==> src/rtl/router_pkg.sv <==
// Shared types and constants for the router packet transmitter.
package router_pkg;

  localparam int ADDR_W = 2;
  localparam int LEN_W  = 6;
  localparam int DATA_W = 8;

  localparam logic [ADDR_W-1:0] ADDR_ILLEGAL = 2'b11;

  typedef enum logic [1:0] {
    ST_IDLE,
    ST_HEADER,
    ST_PAYLOAD,
    ST_PARITY
  } tx_state_e;

  // Header byte carries the payload length above the destination address.
  function automatic logic [DATA_W-1:0] mk_header(input logic [LEN_W-1:0]  len,
                                                  input logic [ADDR_W-1:0] dest);
    return {len, dest};
  endfunction

endpackage

==> src/rtl/router_tx_buf.sv <==
// Payload buffer: synchronous-write, asynchronous-read byte array with
// write count, read pointer, full flag and a one-cycle clear.
module router_tx_buf
  import router_pkg::*;
#(
  parameter int MAX_LEN = 63
) (
  input  logic              i_clock,
  input  logic              i_reset,
  input  logic              i_wr_en,
  input  logic [DATA_W-1:0] i_wr_data,
  input  logic              i_rd_inc,
  input  logic              i_clr,
  output logic [DATA_W-1:0] o_rd_data,
  output logic [LEN_W-1:0]  o_count,
  output logic [LEN_W-1:0]  o_rptr,
  output logic              o_full
);

  localparam logic [LEN_W-1:0] MAX_CNT = LEN_W'(MAX_LEN);

  logic [DATA_W-1:0] r_mem [MAX_LEN];
  logic [LEN_W-1:0]  r_cnt;
  logic [LEN_W-1:0]  r_rptr;
  logic              r_full;
  logic              w_wr;

  // Writes at full are dropped without touching the count.
  assign w_wr = i_wr_en && !r_full && !i_clr;

  always_ff @(posedge i_clock) begin
    if (w_wr) r_mem[r_cnt] <= i_wr_data;
  end

  always_ff @(posedge i_clock or posedge i_reset) begin
    if (i_reset) begin
      r_cnt  <= '0;
      r_rptr <= '0;
      r_full <= 1'b0;
    end else if (i_clr) begin
      r_cnt  <= '0;
      r_rptr <= '0;
      r_full <= 1'b0;
    end else begin
      if (w_wr) begin
        r_cnt  <= r_cnt + 1'b1;
        r_full <= ((r_cnt + 1'b1) == MAX_CNT);
      end
      if (i_rd_inc) r_rptr <= r_rptr + 1'b1;
    end
  end

  assign o_rd_data = r_mem[r_rptr];
  assign o_count   = r_cnt;
  assign o_rptr    = r_rptr;
  assign o_full    = r_full;

endmodule

==> src/rtl/router_pkt_tx.sv <==
// Router packet transmitter: buffers a payload, then sends header, payload
// and parity beats, stalling on busy. ROUTER_TX_PARITY_INJ_EN adds inject_err.
module router_pkt_tx
  import router_pkg::*;
#(
  parameter int MAX_LEN = 63
) (
  input  logic              clock,
  input  logic              reset,
  input  logic              wr_en,
  input  logic [DATA_W-1:0] wr_data,
  input  logic              start,
  input  logic [ADDR_W-1:0] dest,
  input  logic              busy,
`ifdef ROUTER_TX_PARITY_INJ_EN
  input  logic              inject_err,
`endif
  output logic              pkt_valid,
  output logic [DATA_W-1:0] data_in,
  output logic              tx_idle,
  output logic              done,
  output logic              err,
  output logic              wr_full
);

  tx_state_e         r_state, w_state_nx;
  logic              r_pkt_valid, w_pkt_valid_nx;
  logic [DATA_W-1:0] r_data_in, w_data_in_nx;
  logic              r_done, w_done_nx;
  logic              r_err, w_err_nx;
  logic              r_tx_idle;
  logic [ADDR_W-1:0] r_dest, w_dest_nx;
  logic [LEN_W-1:0]  r_len, w_len_nx;
  logic [DATA_W-1:0] r_par, w_par_nx;
  logic              r_inj, w_inj_nx;

  logic              w_wr_en, w_rd_inc, w_clr, w_full;
  logic [DATA_W-1:0] w_rd_data;
  logic [LEN_W-1:0]  w_count, w_rptr, w_len_eff;
  logic [DATA_W-1:0] w_hdr;

  router_tx_buf #(.MAX_LEN(MAX_LEN)) u_buf (
    .i_clock  (clock),
    .i_reset  (reset),
    .i_wr_en  (w_wr_en),
    .i_wr_data(wr_data),
    .i_rd_inc (w_rd_inc),
    .i_clr    (w_clr),
    .o_rd_data(w_rd_data),
    .o_count  (w_count),
    .o_rptr   (w_rptr),
    .o_full   (w_full)
  );

  // A write in the same cycle as start is counted into the packet length.
  assign w_len_eff = w_count + LEN_W'(wr_en && !w_full);
  assign w_hdr     = mk_header(w_len_eff, dest);

  always_comb begin
    w_state_nx     = r_state;
    w_pkt_valid_nx = r_pkt_valid;
    w_data_in_nx   = r_data_in;
    w_done_nx      = 1'b0;
    w_err_nx       = 1'b0;
    w_dest_nx      = r_dest;
    w_len_nx       = r_len;
    w_par_nx       = r_par;
    w_inj_nx       = r_inj;
    w_wr_en        = 1'b0;
    w_rd_inc       = 1'b0;
    w_clr          = 1'b0;
    case (r_state)
      ST_IDLE: begin
        w_wr_en = wr_en;
        if (start) begin
          if (w_len_eff == '0 || dest == ADDR_ILLEGAL) begin
            w_err_nx = 1'b1;
          end else begin
            w_dest_nx      = dest;
            w_len_nx       = w_len_eff;
            w_pkt_valid_nx = 1'b1;
            w_data_in_nx   = w_hdr;
            w_par_nx       = w_hdr;
            w_state_nx     = ST_HEADER;
`ifdef ROUTER_TX_PARITY_INJ_EN
            w_inj_nx       = inject_err;
`else
            w_inj_nx       = 1'b0;
`endif
          end
        end
      end
      ST_HEADER, ST_PAYLOAD: begin
        if (!busy) begin
          if (r_state == ST_PAYLOAD && w_rptr == r_len) begin
            w_pkt_valid_nx = 1'b0;
            w_data_in_nx   = r_par ^ {{(DATA_W-1){1'b0}}, r_inj};
            w_state_nx     = ST_PARITY;
          end else begin
            w_data_in_nx   = w_rd_data;
            w_par_nx       = r_par ^ w_rd_data;
            w_rd_inc       = 1'b1;
            w_state_nx     = ST_PAYLOAD;
          end
        end
      end
      ST_PARITY: begin
        if (!busy) begin
          w_data_in_nx = '0;
          w_done_nx    = 1'b1;
          w_clr        = 1'b1;
          w_state_nx   = ST_IDLE;
        end
      end
      default: w_state_nx = ST_IDLE;
    endcase
  end

  always_ff @(posedge clock or posedge reset) begin
    if (reset) begin
      r_state     <= ST_IDLE;
      r_pkt_valid <= 1'b0;
      r_data_in   <= '0;
      r_done      <= 1'b0;
      r_err       <= 1'b0;
      r_tx_idle   <= 1'b1;
      r_dest      <= '0;
      r_len       <= '0;
      r_par       <= '0;
      r_inj       <= 1'b0;
    end else begin
      r_state     <= w_state_nx;
      r_pkt_valid <= w_pkt_valid_nx;
      r_data_in   <= w_data_in_nx;
      r_done      <= w_done_nx;
      r_err       <= w_err_nx;
      r_tx_idle   <= (w_state_nx == ST_IDLE);
      r_dest      <= w_dest_nx;
      r_len       <= w_len_nx;
      r_par       <= w_par_nx;
      r_inj       <= w_inj_nx;
    end
  end

  assign pkt_valid = r_pkt_valid;
  assign data_in   = r_data_in;
  assign tx_idle   = r_tx_idle;
  assign done      = r_done;
  assign err       = r_err;
  assign wr_full   = w_full;

endmodule
==> config.mk <==
export PLATFORM = sky130hd
export DESIGN_NAME = router_pkt_tx
export DESIGN_NICKNAME = d
export VERILOG_FILES = /design/src/rtl/router_pkg.sv /design/src/rtl/router_tx_buf.sv /design/src/rtl/router_pkt_tx.sv
export SDC_FILE = /design/constraint.sdc
export NUM_CORES = 1
export LEC_CHECK = 0
export BUFFER_PORTS_ARGS = -buffer_cell sky130_fd_sc_hd__buf_2
export CAP_MARGIN = 20
export CORE_UTILIZATION = 35
export CTS_BUF_LIST = sky130_fd_sc_hd__clkbuf_2
export DETAILED_ROUTE_END_ITERATION = 8
export HOLD_SLACK_MARGIN = 0.03
export MAX_ROUTING_LAYER = met4
export SLEW_MARGIN = 25
export SYNTH_ARGS = -nofsm -noshare
export SYNTH_HDL_FRONTEND = slang
export SYNTH_HIERARCHICAL = 1
export SYNTH_SLANG_ARGS = --single-unit
==> constraint.sdc <==
create_clock -name clock -period 3.4 [get_ports clock]
set_input_delay 1.02 -clock clock [delete_from_list [all_inputs] [get_ports clock]]
set_output_delay 1.02 -clock clock [all_outputs]
set_load 0.02 [all_outputs]
==> impl_metrics.json, run 1 <==
{
  "status": "finished, final reports clean",
  "ant_nets": 0,
  "crit_fanout": 18,
  "use_met3_pct": 3.95,
  "grt.overflow.total": 0,
  "clock_sinks": 545,
  "crit_path_end_kind": "flip-flop",
  "htreeDepth": 4,
  "numCtsBuffers": 138,
  "wl_per_cell_um": 22.2,
  "power.total_mw": 18.9,
  "ys_ff_latch": 545,
  "area_growth_pct": 14.8,
  "coreArea_mm2": 0.0632,
  "place.gp.congestion": 0.875,
  "yosys_warnings": 6,
  "grt_usage_pct": 17.8,
  "irDropWorstVdd_mv": 0.304,
  "leakage_nw": 8.80,
  "power.switching_mw": 6.70,
  "grt_pass1_vias": 12816,
  "rows": 92,
  "synth_area_mm2": 0.0224,
  "num-fill-cells": 5790,
  "yosys.area.top_type": "edfxtp_1",
  "critical_path_class": "reg2reg",
  "die_y_um": 255,
  "min_period_ns": 3.23,
  "relSlewSlack_pct": 41.6,
  "synth_fp_nets": 1272,
  "initial_utilization_pct": 35.5,
  "vias": 12830,
  "ys_top_cells_by_area": "edfxtp_1, mux4_2, dfrtp_1",
  "grt_max_degree": 64,
  "die-area_mm2": 0.0651,
  "cts_buffer_depth": 3,
  "ys_seq_area_share_pct": 72.1,
  "grt_use_met2_pct": 26.5,
  "setup_tns_ns": 0,
  "clock_latency_ns": 1.28,
  "seqPwrFrac_pct": 42.2,
  "die_width_um": 255,
  "vias_per_cell": 5.23,
  "yosysTopAreaCellShare_pct": 67.5,
  "post_cts_buffers": 0,
  "synth_ff_type": "edfxtp_1",
  "cts_tree": "yes",
  "cp.required_ns": 4.51,
  "layout-drive-gt1-share_pct": 32.3,
  "synth_edf_count": 504,
  "synthArstFlopShare_pct": 7.52,
  "final_hold_viol_count": 0,
  "drt-total-wl_um": 54500,
  "worstHoldStart": "dest[1]",
  "netlist_instances": 1249,
  "switching_share_pct": 35.4,
  "clockPowerShare_pct": 21.8,
  "p_int_mw": 12.2,
  "hpwl_um": 35000,
  "drt_iter0_markers": 1080,
  "worst_pin_slew_ns": 0.876,
  "power_density_mw_per_mm2": 735,
  "maxCapViolCount": 0,
  "hold_path.class": "in2reg",
  "ff2ff_setup_slack_ns": 0.17,
  "dr.pass1.iters": 5,
  "reg2reg_depth": 10,
  "p_comb_share_pct": 36.0,
  "avgSynthCellArea_um2": 18.0,
  "startpoint": "u_buf/o_rptr[0]",
  "final_max_slew_viol_count": 0,
  "clockRootBuffer": "clkbuf_2",
  "fmax_mhz": 310,
  "synth_cell_types": 73,
  "grtUsageMet1_pct": 23.5,
  "grt_pass1_wl_um": 81300,
  "grt-busiest-layer": "met2",
  "port_buffers": 27,
  "clock_skew_ns": 0.0962,
  "finalSetupViolations": 0,
  "io_pins": 28,
  "holdPathStages": 4,
  "antenna_found_initial": 3,
  "worst_r2r_startpoint": "u_buf/o_rptr[0]",
  "fin_crit_sh_pct": 95.0,
  "remaining_drc_errors": 0,
  "rsz0062_at_grt": "false",
  "cp.arrival_ns": 4.34,
  "fin_nets": 1535,
  "start_kind": "flip-flop",
  "clk_pin_slew_ns": 0.08
}
## layout make-up
class / count / area, um2 / area share (%)
Antenna cell: 3 / 7.51 / 0.0292
Clock buffer: 188 / 941 / 3.65
Clock inverter: 43 / 200 / 0.778
Inverter: 28 / 105 / 0.408
Multi-Input combinational cell: 607 / 5690 / 22.1
Sequential cell: 545 / 16200 / 62.8
Tap cell: 846 / 1060 / 4.11
Timing Repair Buffer: 192 / 1570 / 6.11
## final timing paths
path / to
worst min-delay path: data_in[1]
worst max register to register: data_in[6]
min in group asynchronous: u_buf/o_count[3]
worst max-delay path: data_in[6]
max in group asynchronous: u_buf/o_rptr[4]
worst min register to register: data_in[3]
## metal layers
metal | wire length, um | up-vias
met1 | 23900 | 6594
met2 | 25800 | 492
met3 | 3450 | 102
met5 | 0 | -
li1 | - | 5642
met4 | 1380 | 0
## power by group through the flow
stage / clock [mW] / combinational [mW] / sequential, mW
3_5_place_dp: 0 / 6.76 / 8.12
5_1_grt: 4.60 / 7.28 / 8.01
3_3_place_gp: 0 / 6.70 / 8.10
2_1_floorplan: 0 / 4.43 / 7.99
4_1_cts: 4.28 / 6.80 / 7.97
6_report: 4.13 / 6.81 / 7.97
## flip-flops by register name, indices dropped and copies added (netlist names)
register and flops:
u_buf/r_mem 504, data_in 8, r_par 8, r_len 6
u_buf/o_count 6, u_buf/o_rptr 6, r_state 2, done 1
err 1, pkt_valid 1, tx_idle 1, u_buf/o_full 1
## layout by cell type, fill, tap and decap left out, types with 7 or more instances in the layout
cell	n
mux2_2	22
inv_1	27
o311ai_0	10
a22oi_1	26
o211ai_1	16
nand4_1	10
buf_4	145
xnor2_1	13
nor2b_1	16
mux4_2	98
mux4_1	10
edfxtp_1	504
dfrtp_1	37
o21ai_0	12
mux2i_1	28
clkbuf_2	188
buf_2	27
a21oi_1	21
nor3_1	19
nand3_1	7
nand2b_1	11
xor2_1	7
nand2_1	68
buf_12	15
a211oi_1	8
clkinv_1	33
a221o_1	7
ha_1	8
nor2_1	103
## kinds of logic after synthesis
family                   after synthesis  synth area share [%]
AND/OR/NAND/NOR                      266                  5.48
XOR/XNOR                              20                 0.781
multiplexers                         158                  13.4
AO/OA/AOI/OAI                        155                  5.25
buffers and inverters                 97                  2.61
flip-flops                           545                  72.1
adder cells (fa/ha/maj)                8                 0.446
## cell usage after synthesis, drive strengths merged (2+ instances only)
cell type  count
a32oi          3
o22a           4
nand3b         2
and3           2
nand2         68
nor4           2
mux2          22
mux2i         28
edfxtp       504
a21o           4
nand4         10
o311ai        11
o311a          2
clkbuf        30
nand4b         3
xnor2         13
or3            6
a22oi         26
inv           27
nor3          19
o22ai          5
a221oi         4
a2111oi        6
a221o          7
buf           39
nand2b        11
nor2         104
o211ai        16
ha             8
and2           6
mux4         108
a21oi         21
xor2           7
nor3b          3
o21ai         15
a31oi          3
a41oi          6
o2111ai        5
a211oi         8
dfrtp         40
nand3          8
nor2b         16
## timing repair
action / in CTS / in global routing
endpoints found under the hold margin: 52 / 0
hold buffers: 5 / 0
endpoints found under the setup margin: 0 / 2
gates resized for setup: 0 / 2
## stage by stage
step	util [%]	instances	area [um2]	hold slack [ns]	setup slack, ns
final	40.7	2452	25700	0.227	0.170
after global routing	40.7	2452	25700	0.160	0.0201
after CTS	40.7	2449	25700	0.0854	0.131
after detailed placement	38.8	2213	24500	0.495	0.130
after global placement	38.8	2213	24500	0.488	0.141
after floorplan	-	1249	22400	0.501	0.366
## critical path, cell delays in order (launching register included)
cell      delay (ns)
dfrtp_4         0.54
buf_12          0.22
mux4_1          0.66
a221o_1         0.38
nor3_1          0.30
a41oi_1         0.08
buf_4           0.18
inv_1           0.06
o311ai_0        0.19
buf_4           0.19
mux2_2          0.25
Note: power is estimated with default switching activity, not from simulation.
==> inputs of run 2 (changes only) <==
Settings changed: CORE_ASPECT_RATIO from default to 2.
==> run 2 against run 1 <==
Against the previous run:
- cell area shrank 0.66%
- sequential share of layout area grew 0.41 points
- sequential power is essentially flat
- final cell count shrank 3.1%
- worst setup slack gained 0.065 ns
- first-iteration DRC count shrank 18%
- die area is essentially flat
- non-clock buffer count grew 15
- fmax grew 2.1%
==> impl_metrics.json, run 2 (synthesis gave the netlist of run 1 again) <==
{
  "hold_path.class": "in2reg",
  "num-fill-cells": 5769,
  "min_period_ns": 3.17,
  "seqPwrFrac_pct": 42.2,
  "dr.pass1.iters": 5,
  "final_hold_viol_count": 0,
  "worst_pin_slew_ns": 0.987,
  "rows": 130,
  "leakage_nw": 8.74,
  "status": "finished, final reports clean",
  "switching_share_pct": 35.9,
  "maxCapViolCount": 0,
  "grt_pass1_vias": 13673,
  "drt-total-wl_um": 59500,
  "drt_iter0_markers": 891,
  "initial_utilization_pct": 35.5,
  "grt_max_degree": 64,
  "remaining_drc_errors": 0,
  "fin_crit_sh_pct": 93.1,
  "largest_register_ffs": 504,
  "holdPathStages": 4,
  "power_density_mw_per_mm2": 737,
  "fin_nets": 1522,
  "start_kind": "flip-flop",
  "setup_tns_ns": 0,
  "p_int_mw": 12.1,
  "die_width_um": 181,
  "critical_path_class": "reg2reg",
  "clock_skew_ns": 0.114,
  "die-area_mm2": 0.0652,
  "crit_fanout": 9,
  "finalSetupViolations": 0,
  "io_pins": 28,
  "ff2ff_setup_slack_ns": 0.23,
  "startpoint": "u_buf/o_rptr[2]",
  "port_buffers": 27,
  "worst_r2r_startpoint": "u_buf/o_rptr[2]",
  "clk_pin_slew_ns": 0.13,
  "power.switching_mw": 6.77,
  "coreArea_mm2": 0.0631,
  "worstHoldStart": "dest[0]",
  "cts_buffer_depth": 3,
  "reg2reg_to": "r_par[7]",
  "irDropWorstVdd_mv": 0.308,
  "wl_per_cell_um": 25.0,
  "clock_sinks": 545,
  "p_comb_share_pct": 37.3,
  "clockPowerShare_pct": 20.4,
  "rsz0062_at_grt": "false",
  "antenna_found_initial": 2,
  "grt.overflow.total": 0,
  "die_y_um": 360,
  "min_to": "data_in[0]",
  "cts_tree": "yes",
  "layout_commonest_cell": "edfxtp_1",
  "vias": 12680,
  "clockRootBuffer": "clkbuf_2",
  "cp.required_ns": 4.45,
  "fmax_mhz": 316,
  "cp.arrival_ns": 4.22,
  "clock_latency_ns": 1.20,
  "reg2reg_depth": 11,
  "final_cell_mix": "edfxtp_1, buf_4, clkbuf_2",
  "layout-drive-gt1-share_pct": 32.2,
  "crit_path_end_kind": "flip-flop",
  "hpwl_um": 40800,
  "area_growth_pct": 14.0,
  "grt_pass1_wl_um": 88100,
  "relSlewSlack_pct": 34.2,
  "vias_per_cell": 5.34,
  "top_register": "u_buf/r_mem",
  "numCtsBuffers": 110,
  "ant_nets": 0,
  "place.gp.congestion": 0.897,
  "grt_usage_pct": 19.2,
  "htreeDepth": 3,
  "final_max_slew_viol_count": 0,
  "hold_ws_ns": 0.214
}
[run 2: cell types whose count changed in the layout (fill, tap and decap cells not counted), moves of 2 or more]
| cell | before | now |
|---|---|---|
| clkbuf_2 | 188 | 153 |
| buf_4 | 145 | 168 |
| clkinv_2 | 4 | 12 |
| inv_2 | 4 | 2 |
| buf_12 | 15 | 10 |
| clkinv_1 | 33 | 25 |
| dlygate4sd3_1 | 5 | 1 |
[run 2: metrics by stage]
stage                     util, %  power [mW]  setup WS (ns)  cell area (um2)  cells
after floorplan                 -        12.4          0.366            22400   1249
after CTS                    40.5        19.0         0.0947            25600   2373
final                        40.5        18.9          0.235            25600   2376
after global placement       38.9        15.1          0.149            24500   2177
after global routing         40.5        19.7         0.0837            25600   2376
after detailed placement     38.9        15.1         0.0685            24500   2177
[run 2: cell type report]
type	count	area (um2)	area share, %
multi-input cells	607	5690	22.2
clock inverters	42	233	0.910
well taps	792	991	3.87
clock buffers	153	766	2.99
repair buffers	207	1620	6.33
flip-flops and latches	545	16200	63.2
inverters	28	105	0.411
diodes	2	5.00	0.0196
[run 2: worst max-delay path: stages, from the launching register on]
cell,delay [ns]
dfrtp_2,0.59
clkinv_1,0.14
buf_4,0.22
nor2_1,0.37
a221o_1,0.41
a211oi_1,0.13
a41oi_2,0.29
buf_4,0.18
nand2b_1,0.05
a2111oi_0,0.40
o211ai_1,0.13
o211ai_1,0.10
[run 2: worst max path at each step]
stage / end
after floorplan: r_par[0]
after global placement: r_par[5]
after detailed placement: r_par[6]
after CTS: r_par[7]
after global routing: r_par[7]
final: r_par[7]
[run 2: per-layer routing]
layer / track usage (%) / vias up / wire [um]
li1: - / 5594 / -
met1: 18.3 / 6592 / 20000
met2: 35.5 / 364 / 33700
met3: 3.05 / 130 / 2310
met4: 12.5 / 0 / 3450
met5: - / - / 0
[run 2: repair_timing]
action                                  in CTS  in global routing
hold buffers                                 1                  0
hold endpoints to repair                    25                  0
endpoints found under the setup margin       0                  1
setup buffers                                0                  1
resized for setup                            0                  1
[run 2: power by group through the flow]
stage / Combinational, mW / Sequential [mW] / Clock [mW]
6_report: 7.04 / 7.96 / 3.85
5_1_grt: 7.47 / 7.99 / 4.28
4_1_cts: 7.04 / 7.97 / 4.00
3_5_place_dp: 7.01 / 8.13 / 0
3_3_place_gp: 6.97 / 8.12 / 0
2_1_floorplan: 4.43 / 7.99 / 0
